<file path="src/rtl/posit_pkg.sv">
// posit_pkg: FSM states, special posit patterns and parameter legality checks for the posit encoder.
package posit_pkg;
    typedef enum logic [2:0] {IDLE, BUILD, ROUND, SIGN, DONE} state_t;

    function automatic logic [31:0] maxpos(input int n);
        return (32'h1 << (n - 1)) - 32'h1;
    endfunction

    function automatic logic [31:0] minpos(input int n);
        return 32'(n > 1);
    endfunction

    function automatic logic [31:0] nar(input int n);
        return 32'h1 << (n - 1);
    endfunction

    function automatic bit params_ok(input int n, input int es, input int kw);
        return n >= 8 && n <= 32 && es >= 0 && es <= 4 && kw >= 2 && kw <= 31 && (1 << (kw - 1)) >= n;
    endfunction
endpackage

</file>
<file path="src/rtl/posit_round_unit.sv">
// posit_round_unit: rounds and clamps the N-1 bit posit body; RNE when POSIT_ENC_RNE_EN is defined, else truncation.
module posit_round_unit
    import posit_pkg::*;
#(
    parameter int N = 32
) (
    input  logic [N-2:0] body_i,
    input  logic         g_i,
    input  logic         s_i,
    output logic [N-2:0] body_o
);
    logic         up;
    logic [N-2:0] r;
`ifdef POSIT_ENC_RNE_EN
    assign up = g_i & (body_i[0] | s_i) & ~&body_i;
`else
    logic unused_gs;
    assign unused_gs = g_i | s_i;
    assign up = 1'b0;
`endif
    always_comb begin
        r = body_i + (N-1)'(up);
        body_o = (r == '0) ? (N-1)'(minpos(N)) : r;
    end
endmodule

</file>
<file path="src/rtl/posit_encoder_param.sv">
// posit_encoder_param: handshaked serial posit encoder (regime/exponent/fraction build, round, sign); rounding mode via POSIT_ENC_RNE_EN.
module posit_encoder_param
    import posit_pkg::*;
#(
    parameter int N  = 32,
    parameter int ES = 2,
    parameter int MW = 32,
    parameter int KW = 6,
    localparam int EW = (ES > 0) ? ES : 1
) (
    input  logic          clk,
    input  logic          rst,
    input  logic          in_valid,
    output logic          in_ready,
    input  logic          sign_in,
    input  logic [KW-1:0] k_in,
    input  logic [EW-1:0] exp_in,
    input  logic [MW-1:0] frac_in,
    input  logic          zero_in,
    input  logic          nar_in,
    output logic          out_valid,
    input  logic          out_ready,
    output logic [N-1:0]  posit_out
);
    localparam int SW = N + EW + MW;
    localparam int CW = $clog2(N);

    if (!params_ok(N, ES, KW)) begin : g_bad
        $error("posit_encoder_param: illegal N/ES/KW");
    end

    state_t          state_q, state_d;
    logic            rdy_q, rdy_d, sign_q, sign_d, g_q, g_d, s_q, s_d, accept;
    logic [SW-1:0]   str_q, str_d, stream;
    logic [N-2:0]    body_q, body_d, rbody;
    logic [CW-1:0]   cnt_q, cnt_d;
    logic [N-1:0]    posit_q, posit_d, rg;
    logic [EW+MW-1:0] ef;
    logic signed [31:0] k_s;
    logic [31:0]     rlen;

    if (ES > 0) begin : g_exp
        assign ef = {exp_in, frac_in};
    end else begin : g_noexp
        assign ef = {frac_in, 1'b0};
    end

    assign accept    = in_valid & rdy_q;
    assign in_ready  = rdy_q;
    assign out_valid = (state_q == DONE);
    assign posit_out = posit_q;

    // Left-aligned bit stream: regime of length rlen, then exponent and fraction, then zeros.
    always_comb begin
        k_s = 32'(signed'(k_in));
        rg = (k_s >= 0) ? ~({N{1'b1}} >> (k_s + 1)) : {1'b1, {(N-1){1'b0}}} >> (-k_s);
        rlen = (k_s >= 0) ? k_s + 2 : 1 - k_s;
        stream = {rg, {(EW+MW){1'b0}}} | ({{N{1'b0}}, ef} << (N - rlen));
    end

    posit_round_unit #(.N(N)) u_round (
        .body_i(body_q),
        .g_i   (g_q),
        .s_i   (s_q),
        .body_o(rbody)
    );

    always_comb begin
        state_d = state_q;
        str_d   = str_q;
        body_d  = body_q;
        cnt_d   = cnt_q;
        g_d     = g_q;
        s_d     = s_q;
        sign_d  = sign_q;
        posit_d = posit_q;
        case (state_q)
            IDLE: if (accept) begin
                sign_d = sign_in;
                if (nar_in) begin
                    posit_d = N'(nar(N));
                    state_d = DONE;
                end else if (zero_in) begin
                    posit_d = '0;
                    state_d = DONE;
                end else if (k_s >= N - 2) begin
                    body_d  = (N-1)'(maxpos(N));
                    state_d = SIGN;
                end else if (k_s <= -(N - 1)) begin
                    body_d  = (N-1)'(minpos(N));
                    state_d = SIGN;
                end else begin
                    // The accept edge already consumes the first body bit.
                    body_d  = (N-1)'(stream[SW-1]);
                    str_d   = stream << 1;
                    cnt_d   = CW'(1);
                    state_d = BUILD;
                end
            end
            BUILD: if (cnt_q == CW'(N - 1)) begin
                g_d     = str_q[SW-1];
                s_d     = |str_q[SW-2:0];
                state_d = ROUND;
            end else begin
                body_d = {body_q[N-3:0], str_q[SW-1]};
                str_d  = str_q << 1;
                cnt_d  = cnt_q + 1'b1;
            end
            ROUND: begin
                body_d  = rbody;
                state_d = SIGN;
            end
            SIGN: begin
                posit_d = sign_q ? -{1'b0, body_q} : {1'b0, body_q};
                state_d = DONE;
            end
            DONE: state_d = out_ready ? IDLE : DONE;
            default: state_d = IDLE;
        endcase
        rdy_d = (state_d == IDLE);
    end

    always_ff @(posedge clk or negedge rst) begin
        if (!rst) begin
            state_q <= IDLE;
            rdy_q   <= 1'b0;
            str_q   <= '0;
            body_q  <= '0;
            cnt_q   <= '0;
            g_q     <= 1'b0;
            s_q     <= 1'b0;
            sign_q  <= 1'b0;
            posit_q <= '0;
        end else begin
            state_q <= state_d;
            rdy_q   <= rdy_d;
            str_q   <= str_d;
            body_q  <= body_d;
            cnt_q   <= cnt_d;
            g_q     <= g_d;
            s_q     <= s_d;
            sign_q  <= sign_d;
            posit_q <= posit_d;
        end
    end
endmodule

</file>
<file path="config.mk">
export PLATFORM = sky130hd
export DESIGN_NAME = posit_encoder_param
export DESIGN_NICKNAME = d
export VERILOG_FILES = /design/src/rtl/posit_pkg.sv /design/src/rtl/posit_round_unit.sv /design/src/rtl/posit_encoder_param.sv
export SDC_FILE = /design/constraint.sdc
export NUM_CORES = 1
export LEC_CHECK = 0
export CAP_MARGIN = 20
export CORE_ASPECT_RATIO = 0.9
export CORE_MARGIN = 5
export CORE_UTILIZATION = 30
export CTS_BUF_LIST = sky130_fd_sc_hd__clkbuf_4
export DETAILED_ROUTE_END_ITERATION = 6
export PLACE_DENSITY_LB_ADDON = 0.12
export SETUP_SLACK_MARGIN = 0.05
export SLEW_MARGIN = 20
export SYNTH_ARGS = -nofsm -noshare
export SYNTH_HDL_FRONTEND = slang
export SYNTH_HIERARCHICAL = 1
export SYNTH_SLANG_ARGS = --single-unit
</file>
<file path="constraint.sdc">
create_clock -name clk -period 3 [get_ports clk]
set_clock_uncertainty 0.15 [all_clocks]
set_input_delay 0.3 -clock clk [delete_from_list [all_inputs] [get_ports clk]]
set_output_delay 0.3 -clock clk [all_outputs]
set_load 0.05 [all_outputs]
</file>
==> results.yml, run 1 <==
worst_hold_path:
  worstHoldPathType: "primary input to async pin"
sta:
  fmax_ghz: 0.269
  hold_ws_ns: 0.0817
  hold_violations: 0
  setup_viol: 66
  worst_slew_pin_slew_ns: 0.672
  rsz0062_at_grt: "yes"
  slew_headroom_pct: 54.9
  min_period_over_period_pct: 124
  drv_slew: 0
  fin_ws_ns: -0.721
  period_needed_ns: 3.72
detailed_routing:
  drc: 0
  dr.pass1.iters: 5
  vias: 13000
  drt-initial-drc-count: 1283
  wl_per_cell_um: 21.6
  drt_wl_total_um: 50700
  ant_nets: 0
  viasPerCell: 5.57
global_routing:
  grt_overflow: 0
  grt_pass1_wl_um: 76800
  grt_max_degree: 61
  grt_antenna_before_repair: 2
  grt_usage_pct: 23.1
  grt_pass1_vias: 12600
synthesis:
  syn_avg_cell_area_um2: 8.15
  netlist_area_um2: 11500
  syn_inst: 1410
  yosys_warnings: 6
  syn-num-nets: 1482
run_status:
  run_status: "finished with violations"
  violations: "setup timing"
cells_and_area:
  seq_area_um2: 3450
  final_common_cell: "buf_4"
  final_cell_mix: "buf_4, nor2_1, nand2_1"
  area_growth_syn_to_layout_pct: 58.9
  drive_above_1_share_pct: 41.4
  layout.nets: 1909
  nFillCells: 3623
  multi_input_area_um2: 8940
clock_network:
  clkSlewWorstSetupHoldPaths_ns: 0.15
  cts_buffers: 17
  clock-root-buffer: "clkbuf_4"
  clock-sinks: 138
  cts_max_level: 4
  clk_path_buf_depth: 2
  clock_latency_ns: 0.61
  cts_tree: "yes"
floorplan:
  die_area_um2: 42300
  fp.dieW_um: 216
  core-area_um2: 38100
  die_h_um: 196
  row_count: 68
  io_pins: 81
  initial_core_util_pct: 30.2
worst_setup_path:
  criticalPathCategory: "primary input to register"
  crit_path_end_kind: "register"
  cp-start-kind: "primary input"
  path_max_fanout: 8
  worstPathRequired_ns: 3.40
  cp.arrival_ns: 4.12
placed_design:
  io_buffers: 80
  hpwl_um: 38100
  gp_congestion: 0.972
run:
  maxCapViolations: 0
power:
  power_mw: 11.7
  leakagePower_nw: 7.58
  irDropWorstVdd_mv: 0.505
  p_per_area_nw_per_um2: 638
area by class of cell:
cell class	instances	share of cell area, %
multi-input cells	1119	48.9
repair buffers	545	26.9
flip-flops and latches	138	18.9
well taps	490	3.36
clock inverters	13	0.788
clock buffers	18	0.740
inverters	16	0.390
diodes	1	0.0137
critical path, stage by stage:
cell	delay, ns
buf_8	0.10
inv_8	0.04
ha_4	0.12
nand4_1	0.12
buf_4	0.17
ha_4	0.17
or3b_4	0.39
a21oi_4	0.14
a21boi_4	0.22
a21oi_4	0.11
nand2b_4	0.17
ha_4	0.19
nor4_4	0.25
nand2_1	0.12
a2111o_2	0.42
buf_12	0.16
buf_16	0.13
nor2_4	0.11
buf_6	0.12
a221o_1	0.27
a2111oi_4	0.11
nor3_2	0.19
sequential cells by signal, indices dropped and copies added, names as in the netlist:
register   count
str_q         65
posit_out     32
body_q        31
cnt_q          5
state_q        3
in_ready       1
sign_q         1
per-stage QoR:
stage | setup TNS (ns) | cell area (um^2) | utilization, % | instances | setup WS, ns
2_1_floorplan | -70.84 | 11800 | - | 1410 | -1.32
3_3_place_gp | -97.18 | 15800 | 41.5 | 2235 | -1.60
3_5_place_dp | -99.25 | 15800 | 41.5 | 2235 | -1.65
4_1_cts | -30.51 | 17300 | 45.4 | 2308 | -0.661
5_1_grt | -43.71 | 18300 | 47.9 | 2340 | -0.833
6_report | -37.11 | 18300 | 47.9 | 2340 | -0.721
path summary, 6_finish.rpt:
| check | slack [ns] | depth (start not counted) | endpoint | from |
|---|---|---|---|---|
| min | 0.08 | 2 | str_q[43] | rst |
| min reg2reg | 0.34 | 2 | posit_out[11] | posit_out[11] |
| max reg2reg | 0.12 | 9 | posit_out[29] | body_q[9] |
| max in group asynchronous | 1.78 | 3 | str_q[4] | rst |
| max | -0.72 | 22 | str_q[46] | k_in[0] |
| min in group clk | 0.20 | 2 | state_q[1] | zero_in |
metal layers:
metal / global-route usage [%] / up-vias / share of wire [%]
met3: 5.86 / 64 / 7.9
met4: 5.79 / 2 / 2.2
met5: 0 / - / 0.024
met2: 34.0 / 487 / 43
li1: - / 6106 / -
met1: 34.0 / 6376 / 47
what timing repair did:
action                                  4_1_cts  5_1_grt
gates cloned                                  3        2
endpoints found under the hold margin        58        0
gates resized for setup                     220      129
pin swaps                                    87       78
hold buffers                                  1        0
endpoints found under the setup margin       71       71
buffers inserted                             46       33
power breakdown:
group | switching [mW] | internal (mW)
clock | 0.796 | 0.509
sequential | 0.626 | 2.56
combinational | 4.05 | 3.12
No activity file was read; power rests on OpenSTA's default activity.
==> run 2: changes to the inputs <==
- CTS_CLUSTER_SIZE: not set -> 14
==> results of run 2 <==
The final DEF is identical to that of run 1; final timing and power are the same.
